## src/rtl/seg_scan_decoder.sv

```systemverilog
// Decodes a multiplexed, active-low 4-digit 7-segment scan back into BCD.
// A digit counts once it has been seen unchanged for STABLE_CYCLES samples; four distinct positions make a frame.
module seg_scan_decoder #(
   parameter int unsigned STABLE_CYCLES = 16,
   parameter int unsigned FRAME_TIMEOUT = 65535
) (
   input  logic        clk,
   input  logic        rst_n,
   input  logic [3:0]  an,
   input  logic [6:0]  seg,
   output logic [15:0] value,
   output logic [3:0]  frame_err,
   output logic        frame_valid,
   output logic        timeout
);

   localparam int unsigned CNT_W  = 8;
   localparam int unsigned IDLE_W = 20;
   localparam logic [CNT_W-1:0]  ACCEPT_AT = CNT_W'(STABLE_CYCLES - 1);
   localparam logic [IDLE_W-1:0] IDLE_MAX  = IDLE_W'(FRAME_TIMEOUT);
   localparam logic [IDLE_W-1:0] IDLE_LAST = IDLE_W'(FRAME_TIMEOUT - 1);

   typedef enum logic [1:0] {
      IDLE   = 2'd0,
      SETTLE = 2'd1,
      HELD   = 2'd2
   } state_t;

   logic [3:0]        an_s1, an_s2;
   logic [6:0]        seg_s1, seg_s2;
   state_t            state;
   logic [1:0]        ref_pos;
   logic [6:0]        ref_seg;
   logic [CNT_W-1:0]  count;
   logic [15:0]       buf_val;
   logic [3:0]        buf_err;
   logic [3:0]        mask;
   logic [IDLE_W-1:0] idle_cnt;

   logic              sel;
   logic [1:0]        pos;
   logic [3:0]        digit;
   logic              bad;
   logic              match;
   logic              accept;
   logic              expire;
   logic [3:0]        mask_kept;
   logic [3:0]        mask_nxt;

   // Two-flop synchronizer; idle levels are all-off (blank) at reset
   always_ff @(posedge clk or negedge rst_n) begin
      if (!rst_n) begin
         an_s1  <= 4'hF;
         an_s2  <= 4'hF;
         seg_s1 <= 7'h7F;
         seg_s2 <= 7'h7F;
      end else begin
         an_s1  <= an;
         an_s2  <= an_s1;
         seg_s1 <= seg;
         seg_s2 <= seg_s1;
      end
   end

   // A sample is selected only when exactly one anode is driven
   always_comb begin
      sel = 1'b1;
      pos = 2'd0;
      case (an_s2)
         4'b1110: pos = 2'd0;
         4'b1101: pos = 2'd1;
         4'b1011: pos = 2'd2;
         4'b0111: pos = 2'd3;
         default: sel = 1'b0;
      endcase
   end

   always_comb begin
      digit = 4'hF;
      bad   = 1'b0;
      case (seg_s2)
         7'b0000001: digit = 4'd0;
         7'b1001111: digit = 4'd1;
         7'b0010010: digit = 4'd2;
         7'b0000110: digit = 4'd3;
         7'b1001100: digit = 4'd4;
         7'b0100100: digit = 4'd5;
         7'b0100000: digit = 4'd6;
         7'b0001111: digit = 4'd7;
         7'b0000000: digit = 4'd8;
         7'b0000100: digit = 4'd9;
         default:    bad   = 1'b1;
      endcase
   end

   assign match  = sel && (pos == ref_pos) && (seg_s2 == ref_seg);
   assign accept = (state == SETTLE) && match && (count == ACCEPT_AT);

   always_ff @(posedge clk or negedge rst_n) begin
      if (!rst_n) begin
         state   <= IDLE;
         ref_pos <= 2'd0;
         ref_seg <= 7'h7F;
         count   <= '0;
      end else begin
         case (state)
            IDLE: begin
               if (sel) begin
                  ref_pos <= pos;
                  ref_seg <= seg_s2;
                  count   <= CNT_W'(1);
                  state   <= SETTLE;
               end
            end
            SETTLE: begin
               if (!sel) begin
                  state <= IDLE;
               end else if (match) begin
                  if (accept) state <= HELD;
                  else        count <= count + CNT_W'(1);
               end else begin
                  ref_pos <= pos;
                  ref_seg <= seg_s2;
                  count   <= CNT_W'(1);
               end
            end
            HELD: begin
               if (!sel) begin
                  state <= IDLE;
               end else if (!match) begin
                  ref_pos <= pos;
                  ref_seg <= seg_s2;
                  count   <= CNT_W'(1);
                  state   <= SETTLE;
               end
            end
            default: state <= IDLE;
         endcase
      end
   end

   // A full mask is flushed to the outputs this cycle, so any accept lands in an empty mask
   always_comb begin
      mask_kept = (mask == 4'hF) ? 4'h0 : mask;
      expire    = !accept && (idle_cnt == IDLE_LAST) && (mask_kept != 4'h0);
      mask_nxt  = expire ? 4'h0 : mask_kept;
      if (accept) mask_nxt[ref_pos] = 1'b1;
   end

   always_ff @(posedge clk or negedge rst_n) begin
      if (!rst_n) begin
         buf_val     <= '0;
         buf_err     <= '0;
         mask        <= '0;
         idle_cnt    <= '0;
         value       <= '0;
         frame_err   <= '0;
         frame_valid <= 1'b0;
         timeout     <= 1'b0;
      end else begin
         mask        <= mask_nxt;
         timeout     <= expire;
         frame_valid <= (mask == 4'hF);
         if (mask == 4'hF) begin
            value     <= buf_val;
            frame_err <= buf_err;
         end
         if (accept) begin
            buf_val[{ref_pos, 2'b00} +: 4] <= digit;
            buf_err[ref_pos]               <= bad;
            idle_cnt                       <= '0;
         end else if (idle_cnt != IDLE_MAX) begin
            idle_cnt <= idle_cnt + IDLE_W'(1);
         end
      end
   end

endmodule

```

## config.mk

```make
export PLATFORM = sky130hd
export DESIGN_NAME = seg_scan_decoder
export DESIGN_NICKNAME = d
export VERILOG_FILES = /design/src/rtl/seg_scan_decoder.sv
export SDC_FILE = /design/constraint.sdc
export NUM_CORES = 1
export LEC_CHECK = 0
export BUFFER_PORTS_ARGS = -buffer_cell sky130_fd_sc_hd__buf_2
export CORE_MARGIN = 2
export CORE_UTILIZATION = 40
export CTS_BUF_LIST = sky130_fd_sc_hd__clkbuf_8
export DETAILED_ROUTE_END_ITERATION = 10
export MAX_ROUTING_LAYER = met4
export SLEW_MARGIN = 20
export SYNTH_ARGS = -nofsm -noshare
export SYNTH_HDL_FRONTEND = slang
export SYNTH_SLANG_ARGS = --single-unit
```

## constraint.sdc

```tcl
create_clock -name clk -period 3.12 [get_ports clk]
set_input_delay 0.156 -clock clk [delete_from_list [all_inputs] [get_ports clk]]
set_output_delay 0.156 -clock clk [all_outputs]
set_load 0.01 [all_outputs]
```

Word-level counts from Yosys, hierarchy flattened. Index checks and enable logic that the tools add are counted.

Register bits after elaboration: 107. Input bits: 13. Output and inout bits: 22.

Add/sub/neg operators: 3. Magnitude comparators: 2. Equal/unequal tests: 31. Shifts and indexed selects: 2. Mux-type cells: 35. Bitwise operators: 1. Reduce and logical (&&, ||, !) cells: 20.

Operators with widths (count): two-way mux 8 bit (6); two-way mux 20 bit (2); case mux 4 bit (10 select lines) (1); case mux 8 bit (3 select lines) (1); two-way mux 7 bit (3); adder 20 x 1 -> 20 bit, second input constant (1); == test 20 x 16 -> 1 bit, second input constant (1); inequality test 20 x 16 -> 1 bit, second input constant (1); two-way mux 2 bit (9); bitwise mux 16 bit (1); == test 4 bit, second input constant (4); variable shift 4 x 6 -> 16 bit, first input constant (1); variable part select 4 x 6 -> 16 bit (1); == test 7 x 3 -> 1 bit, second input constant (2); == test 7 x 6 -> 1 bit, second input constant (2); == test 7 bit, second input constant (2); case mux 7 bit (2 select lines) (1); two-way mux 4 bit (3); inequality test 3 bit, second input constant (4); case mux 2 bit (3 select lines) (2); inequality test 2 bit, second input constant (5); OR reduction 10 bit (1); adder 8 x 1 -> 8 bit, second input constant (1); == test 8 x 4 -> 1 bit, second input constant (1); 28 further kinds (38).

Depth between registers and ports, before layout. Gate-level depths: netlist (run 1).

Word-level depth: 13. Mapped depth: 9. Depth with buffers taken out: 8.

Least setup slack after synthesis (run 1). No wires, ideal clock.

Path type: flip-flop to flip-flop. Start point: register seg_s2[6]. End point: register buf_val[14]. Arrival: 2.232 ns. Slack: 0.761 ns. Cell stages (with the launch flop): 9. Buffers on the path: 2. Period minus slack after synthesis: 2.359 ns. Cells stage by stage: dfstp_2 clkbuf_1 xor2_1 nor4_2 nand4_2 nor4_4 buf_4 nand2_2 mux2_1.

Cells in the longest elaborated chain, start to end: 4. Elaborated cells between the ends (all ways): 17. Classes of those cells: eq/ne (10); shift (1); mux (2); reduce/logical (4).

Ends and longest elaborated chain: from (decl) (RTL line 30) `logic [6:0] seg_s1, seg_s2;`; from (signal assigned) (RTL line 61) `seg_s2 <= seg_s1;`; == test 7 x 3 -> 1 bit, or another cell as far along (RTL line 81) `case (seg_s2)`; case mux 4 bit (10 select lines) / logical AND 1 bit (equally long branches) (RTL line 81, 96); variable part select 4 x 6 -> 16 bit / logical AND 1 bit (equally long branches) (RTL line 169, 97); bitwise mux 16 bit / logical AND 1 bit (equally long branches) (RTL line 169, 97); to (signal, indexed assignment) (RTL line 169) `buf_val[{ref_pos, 2'b00} +: 4] <= digit;`; to (decl) (RTL line 35) `logic [15:0] buf_val;`.

Several ways; a longest one is shown, not always the timed one. A chain may end at the register's enable or synchronous reset.

Worst setup path after layout (run 1).
Start point: register seg_s2[2]. End point: register buf_val[15].

Same word-level chain as after synthesis.

==> summary.txt, run 1 <==
Setup path
  • Critical path cell sequence: mux2_2 > or4_1 > a21oi_1 > nor3_1 > a21oi_1 > o2bb2ai_1
  • CP endpoint kind: register
  • Critical path peak fanout: 8
  • Crit path from: seg_s2[2]$_DFF_PN1_
  • Critical Path AT: 3010 ps
  • CP max-delay cell: dfstp_2
  • Worst setup SP type: register
  • CP most frequent cell: a21oi_1
  • R2R Path Start: seg_s2[2]$_DFF_PN1_
  • CP Data Required Time: 3380 ps
  • Critical Path Max Stage Delay: 620 ps
  • Critical path class: reg -> reg

Route
  • Starting DRT DRC Count: 144
  • Antenna Violating Nets Remaining: 0
  • Vias post-DR: 3,410
  • Via density per instance: 4.985
  • Detailed-route wire length: 8.998 mm
  • DRC violations left: 0
  • DR pass1 iterations: 4
  • Drt wl/cell: 13.15 microns

Floorplan
  • Initial core utilization: 41.09%
  • Die X: 115.3 microns
  • Die Span Y: 115.3 microns
  • # IOs: 35
  • DIE AREA: 13,300 sq um
  • Row Count: 40
  • Core Footprint: 12,060 sq um

GRT
  • Initial antenna violation count: 0
  • Total GRT Usage: 15.45%
  • First-pass GRT wire length: 15.74 mm
  • Largest net degree at the start of global routing: 84
  • Global-route met3 utilization: 3.795%
  • Met2 usage: 24.29%
  • Vias in the first global route: 3,396
  • Layer with the highest usage: met2
  • GRT overflow: 0
  • Met1 GRT Util: 19.23%

Cells and area
  • # nets final: 540
  • Layout cell share with drive strength beyond 1: 22.29%
  • Area Growth Syn to Fin: 12.70%
  • Fill cells: 1,149
  • Final Non-Filler Cells: 684
  • # diodes: 0

Run
  • Maxcap violations: 0

Synth
  • Syn nets: 495
  • EDFF count, synth: 0
  • Synth warn: 0
  • Ys async rst share: 100.0%
  • #FFs+latches synth: 107
  • Xor/xnor share of the synthesized area: 4.595%
  • Cell count after synthesis: 467
  • Post-synth top flop: dfrtp_1
  • Avg Cell Area, Syn: 10.61 sq um
  • Cell accounting for the most synthesized area: dfrtp_1
  • Synth top cells by count: nand2_1 (92), dfrtp_1 (78), nor2_1 (32), dfstp_2 (29)
  • Most common cell in the synthesized netlist: nand2_1
  • Area share of the largest cell type after synthesis: 39.38%
  • Simple-gate share of the synthesized area: 21.96%
  • Mapped Area: 4956 sq um
  • Main combinational cell family by area after synthesis: simple AND/OR/NAND/NOR gates
  • Post-synthesis mux area share: 4.494%
  • Post-Synth Adder-Cell Area: 3.787%
  • Sequential area share after synthesis: 54.76%
  • Top post-synthesis cells by area: dfrtp_1 (39%), dfstp_2 (15%), nand2_1 (7.0%), ha_1 (3.8%), mux2_2 (3.6%)
  • Compound-Gate Fraction of Synth Area: 8.281%
  • Synth unique cells: 60

Power and ir drop
  • Logic pwr share: 14.3%
  • Max IR drop VDD: 0.2947 mV
  • Sequential Power Share: 57.9%
  • Sw Ratio: 27.41%
  • Total net switching power: 744.0 uW
  • Leak: 0.002593 uW
  • Total chip power: 2715 uW
  • Clock Power Share: 27.8%
  • Internal: 1971 uW
  • PwrDens: 486.0 nW/um^2

Timing
  • Setup tns final: 0 ps
  • Fin crit share: 88.12%
  • Unrepaired setup endpoints after global routing: no
  • Final hold violation count: 0
  • Layout Skew: 15.96 ps
  • Setup-failing EPs final: 0
  • Fin. max-slew vios: 0
  • Worst-margin pin slew: 757.5 ps
  • Max frequency: 363.7 MHz
  • WHS: 356.1 ps
  • Slew headroom: 49.50%
  • Period minus WS final: 2749 ps

Worst hold path
  • Min-delay worst type: reg -> reg
  • HP Start: seg_s1[5]$_DFF_PN1_

Clocking
  • H-tree levels: 3
  • CTS resizes: 0
  • Clock Path Buffers: 2
  • CTS Buf Count: 9
  • Clk Latency, worst-skew pair: 380 ps
  • Worst-path clk slew: 100 ps
  • CTS Root Cell: clkbuf_8
  • Sinks on Clock Net: 107
  • Clock tree from TritonCTS: done

Place
  • Placed Cells: 657
  • Gpl congestion: 0.8456
  • Dpl hpwl: 6.291 mm
  • Port Buf Inserts: 34

Status
  • Status: complete, no violations
-- stage by stage --
stage | area [sq um] | util [%] | setup WS (ps)
global route | 5585 | 46.31 | 206.8
detailed placement | 5294 | 43.89 | 411.8
CTS | 5582 | 46.28 | 387.7
finish | 5585 | 46.31 | 370.6
global placement | 5294 | 43.89 | 437.4
floorplan | 4956 | - | 760.8
-- what timing repair did --
item                      4_1_cts  5_1_grt
hold endpoints to repair       78        0
setup buffers                   0        0
hold buffers                   12        0
-- layout by cell type, fill, tap and decap left out, drive strengths merged, types with 3 or more instances in the layout --
cell type and instances:
nand2 94, dfrtp 78, buf 38, nor2 33
dfstp 29, a21oi 21, xor2 20, mux2 18
nand3 16, ha 15, dlygate4sd3 12, nor3 12
o2bb2ai 11, nand4 11, o21ai 11, clkbuf 10
inv 8, or3 7, or4 7, xnor2 6
nor4 6, and3 5, o31ai 5, and2 4
nand4b 3, nand3b 3, clkinv 3
-- critical path: cells and delay by family, from the launching register on --
kind	cells	cell delay (ps)
AO/OA/AOI/OAI	3	1020
multiplexers	1	340
flip-flops	1	620
AND/OR/NAND/NOR	2	660
-- layer usage --
layer / vias up / share of wire [%]
li1: 1711 / -
met1: 1633 / 47
met2: 52 / 48
met3: 14 / 3.6
met4: 0 / 1.6
met5: - / 0
-- final timing paths --
kind,to,slack [ps],depth (start not counted)
max in group asynchronous,ref_seg[2]$_DFFE_PN1P_,1960,3
setup / recovery,buf_val[15]$_DFFE_PN0P_,370,6
hold / removal,seg_s2[5]$_DFF_PN1_,360,0
hold reg to reg,seg_s2[5]$_DFF_PN1_,360,0
setup reg to reg,buf_val[15]$_DFFE_PN0P_,370,6
min in group asynchronous,value[6]$_DFFE_PN0P_,380,2
-- final cells by class --
class | instances | area, sq um | share of cell area, %
flip-flops and latches | 107 | 2714 | 48.59
multi-input cells | 336 | 2137 | 38.26
repair buffers | 50 | 326.6 | 5.847
well taps | 168 | 210.2 | 3.763
clock buffers | 10 | 137.6 | 2.464
clock inverters | 5 | 30.03 | 0.5376
inverters | 8 | 30.03 | 0.5376
-- power by group through the flow --
stage	clock network (uW)	logic [uW]	registers [uW]
final	755	389	1570
after global routing	839	438	1590
after CTS	788	393	1570
after detailed placement	0	380	1600
after global placement	0	373	1600
after floorplan	0	293	1570
-- sequential cells by signal, summed over array words and instances, names as in the netlist --
| register | flops |
|---|---|
| timeout | 1 |
| mask | 4 |
| value | 16 |
| frame_err | 4 |
| count | 8 |
| frame_valid | 1 |
| buf_err | 4 |
| ref_seg | 7 |
| an_s2 | 4 |
| idle_cnt | 20 |
| ref_pos | 2 |
| seg_s2 | 7 |
| buf_val | 16 |
| state | 2 |
| seg_s1 | 7 |
| an_s1 | 4 |
-- logic make-up (layout without fill, tap and decap cells) --
kind of cell / count (synthesis) / after routing
adder cells (fa/ha/maj): 15 / 15
AO/OA/AOI/OAI: 60 / 60
buffers and inverters: 24 / 73
flip-flops: 107 / 107
multiplexers: 20 / 20
XOR/XNOR: 26 / 26
AND/OR/NAND/NOR: 215 / 215
No activity file was read; power rests on OpenSTA's default activity.
==> inputs of run 2 (changes only) <==
CORE_MARGIN = 1   (was 2)
CTS_BUF_LIST = sky130_fd_sc_hd__clkbuf_4 sky130_fd_sc_hd__clkbuf_8   (was sky130_fd_sc_hd__clkbuf_8)
SETUP_SLACK_MARGIN = 0.4   (was not set)
==> run 2 against run 1 <==
- critical endpoint unchanged
- worst hold slack worse by 21 ps
- utilization up 0.51 points
- global-route usage up 1.3 points
- highest routed layer unchanged
- critical path type unchanged
==> summary.txt, run 2 (synthesis gave the netlist of run 1 again) <==
Power and ir drop
  • Leak: 0.002630 uW (+1.4%)
  • PwrDens: 501.1 nW/um^2 (+3.1%)
  • Max IR drop VDD: 0.2514 mV (-15%)

Timing
  • Unrepaired setup endpoints after global routing: no
  • Setup-failing EPs final: 0 (unchanged)
  • Fin worst setup slack: 526.3 ps (+155.7 ps)
  • Slew headroom: 52.32% (+2.8 points)
  • Layout Skew: 13.87 ps (-2.084 ps)
  • Period minus WS final: 2594 ps (-155.7 ps)
  • Fin. max-slew vios: 0 (unchanged)
  • Worst-margin pin slew: 709.7 ps (-47.84 ps)
  • Final hold violation count: 0 (unchanged)
  • Setup tns final: 0 ps (unchanged)
  • Max frequency: 385.6 MHz (+6.0%)
  • Fin crit share: 83.13% (-5.0 points)

Clocking
  • CTS Buf Count: 9 (unchanged)
  • H-tree levels: 3 (unchanged)
  • Clock Path Buffers: 2 (unchanged)
  • CTS Root Cell: clkbuf_8
  • Worst-path clk slew: 90 ps (about the same)
  • Clock tree from TritonCTS: done
  • Sinks on Clock Net: 107 (unchanged)
  • Clk Latency, worst-skew pair: 370 ps (about the same)

Cells and area
  • Most flop-heavy register: idle_cnt
  • Area Growth Syn to Fin: 13.94%
  • # nets final: 540 (unchanged)
  • Max reg flops: 20 (unchanged)
  • Fill cells: 1,114 (-3.0%)
  • Register Area: 2714 sq um (unchanged)
  • Multi-input logic area: 2151 sq um (+0.64%)
  • Top Registers: idle_cnt x20, buf_val x16, value x16
  • Layout cell share with drive strength beyond 1: 22.63% (+0.34 points)
  • # diodes: 0 (unchanged)
  • Most frequent cells in the layout: nand2_1 (92), dfrtp_1 (78), buf_2 (33), nor2_1 (32), dfstp_2 (29)
  • Commonest non-fill, non-tap cell in the layout: nand2_1

Route
  • Drt wl/cell: 13.54 microns (+3.0%)
  • Via density per instance: 5.047 (+1.2%)
  • Starting DRT DRC Count: 153 (+6.3%)
  • Antenna Violating Nets Remaining: 0 (unchanged)
  • DRC violations left: 0 (unchanged)
  • DR pass1 iterations: 4 (unchanged)
  • Detailed-route wire length: 9.278 mm (+3.1%)
  • Vias post-DR: 3,457 (+1.4%)

Place
  • Gpl congestion: 0.8522 (+0.78%)
  • Port Buf Inserts: 34 (unchanged)
  • Pre-CTS WS: 404.2 ps (-7.633 ps)
  • Dpl hpwl: 6.368 mm (+1.2%)

Setup path
  • CP Data Required Time: 3370 ps (about the same)
  • R2r worst-path depth: 6 (unchanged)
  • Critical path class: reg -> reg
  • CP Depth: 6 (unchanged)
  • Critical Path AT: 2840 ps (-170 ps)
  • CP endpoint kind: register
  • Critical path's top delay family: compound AO/OA/AOI/OAI gates
  • Critical Path Max Stage Delay: 620 ps (about the same)
  • Worst setup SP type: register
  • CP max-delay cell: dfstp_2
  • Critical path peak fanout: 8 (unchanged)
  • Buffers plus inverters on the worst setup path: 0 (unchanged)
  • Critical path cell sequence: mux2_2 > or4_1 > a21oi_2 > nor3_1 > a21oi_1 > o2bb2ai_1

Floorplan
  • Initial core utilization: 41.09% (unchanged)
  • Core Footprint: 12,060 sq um (unchanged)
  • Die X: 113.3 microns (-1.7%)
  • Die Span Y: 113.3 microns (-1.7%)
  • DIE AREA: 12,840 sq um (-3.4%)
  • Row Count: 40 (unchanged)
  • # IOs: 35 (unchanged)

Worst hold path
  • Min-delay worst type: in -> async

GRT
  • First-pass GRT wire length: 16.52 mm (+5.0%)
  • Initial antenna violation count: 0 (unchanged)
  • Vias in the first global route: 3,440 (+1.3%)
  • GRT overflow: 0 (unchanged)
  • Largest net degree at the start of global routing: 59 (-30%)
  • Total GRT Usage: 16.73% (+1.3 points)

Run
  • Maxcap violations: 0 (unchanged)

Status
  • Status: complete, no violations
## run 2: cell types whose count changed in the layout (fill, tap and decap cells not counted)
cell / before / now
bufinv_16: 0 / 1
clkinv_2: 3 / 0
clkinvlp_4: 2 / 1
a21oi_2: 0 / 2
buf_4: 4 / 3
nor3_4: 0 / 1
buf_12: 0 / 1
clkinv_1: 0 / 1
a21oi_1: 20 / 18
clkbuf_4: 0 / 2
nor3_2: 1 / 0
clkinv_4: 0 / 1
## run 2: power by group
group | internal (uW) | switching (uW)
Combinational | 168 | 225
Clock | 410 | 454
Sequential | 1500 | 71.7
## run 2: final cells by class
cell class | count | area share [%]
Sequential cell | 107 | 48.06
Multi-Input combinational cell | 336 | 38.09
Timing Repair Buffer | 50 | 6.005
Tap cell | 168 | 3.723
Clock buffer | 12 | 2.703
Clock inverter | 4 | 0.8863
Inverter | 8 | 0.5318
## run 2: final timing paths
path / slack, ps / start / end
min reg2reg: 360 / an_s1[2]$_DFF_PN1_ / an_s2[2]$_DFF_PN1_
min: 340 / rst_n / value[4]$_DFFE_PN0P_
min in group clk: 360 / an_s1[2]$_DFF_PN1_ / an_s2[2]$_DFF_PN1_
max in group asynchronous: 1990 / rst_n / ref_seg[0]$_DFFE_PN1P_
max: 530 / seg_s2[2]$_DFF_PN1_ / buf_val[15]$_DFFE_PN0P_
max reg2reg: 530 / seg_s2[2]$_DFF_PN1_ / buf_val[15]$_DFFE_PN0P_
## run 2: repair_timing
item	CTS	global route
gates cloned	0	0
hold endpoints to repair	52	0
pin swaps	0	0
endpoints found under the setup margin	3	9
setup buffers	0	1
hold buffers	12	0
resized for setup	1	3
## run 2: metrics by stage
stage	cells	area [sq um]	utilization [%]	power, uW	hold slack, ps
after floorplan	467	4956	-	1861	-139.6
after global placement	656	5299	43.93	1974	222.5
after detailed placement	656	5299	43.93	1981	226.0
after CTS	684	5625	46.64	2869	348.6
after global routing	685	5647	46.82	2978	361.9
final	685	5647	46.82	2830	335.0
## run 2: per-layer routing
layer | GRT usage [%] | wire [microns]
met1 | 21.15 | 4432
met2 | 26.54 | 4436
met3 | 2.732 | 201
met4 | 7.456 | 207
met5 | - | 0
## run 2: worst reg2reg max path, stage by stage, from the launching register on
cell	delay [ps]
dfstp_2	620
mux2_2	350
or4_1	430
a21oi_2	300
nor3_1	210
a21oi_1	430
o2bb2ai_1	140
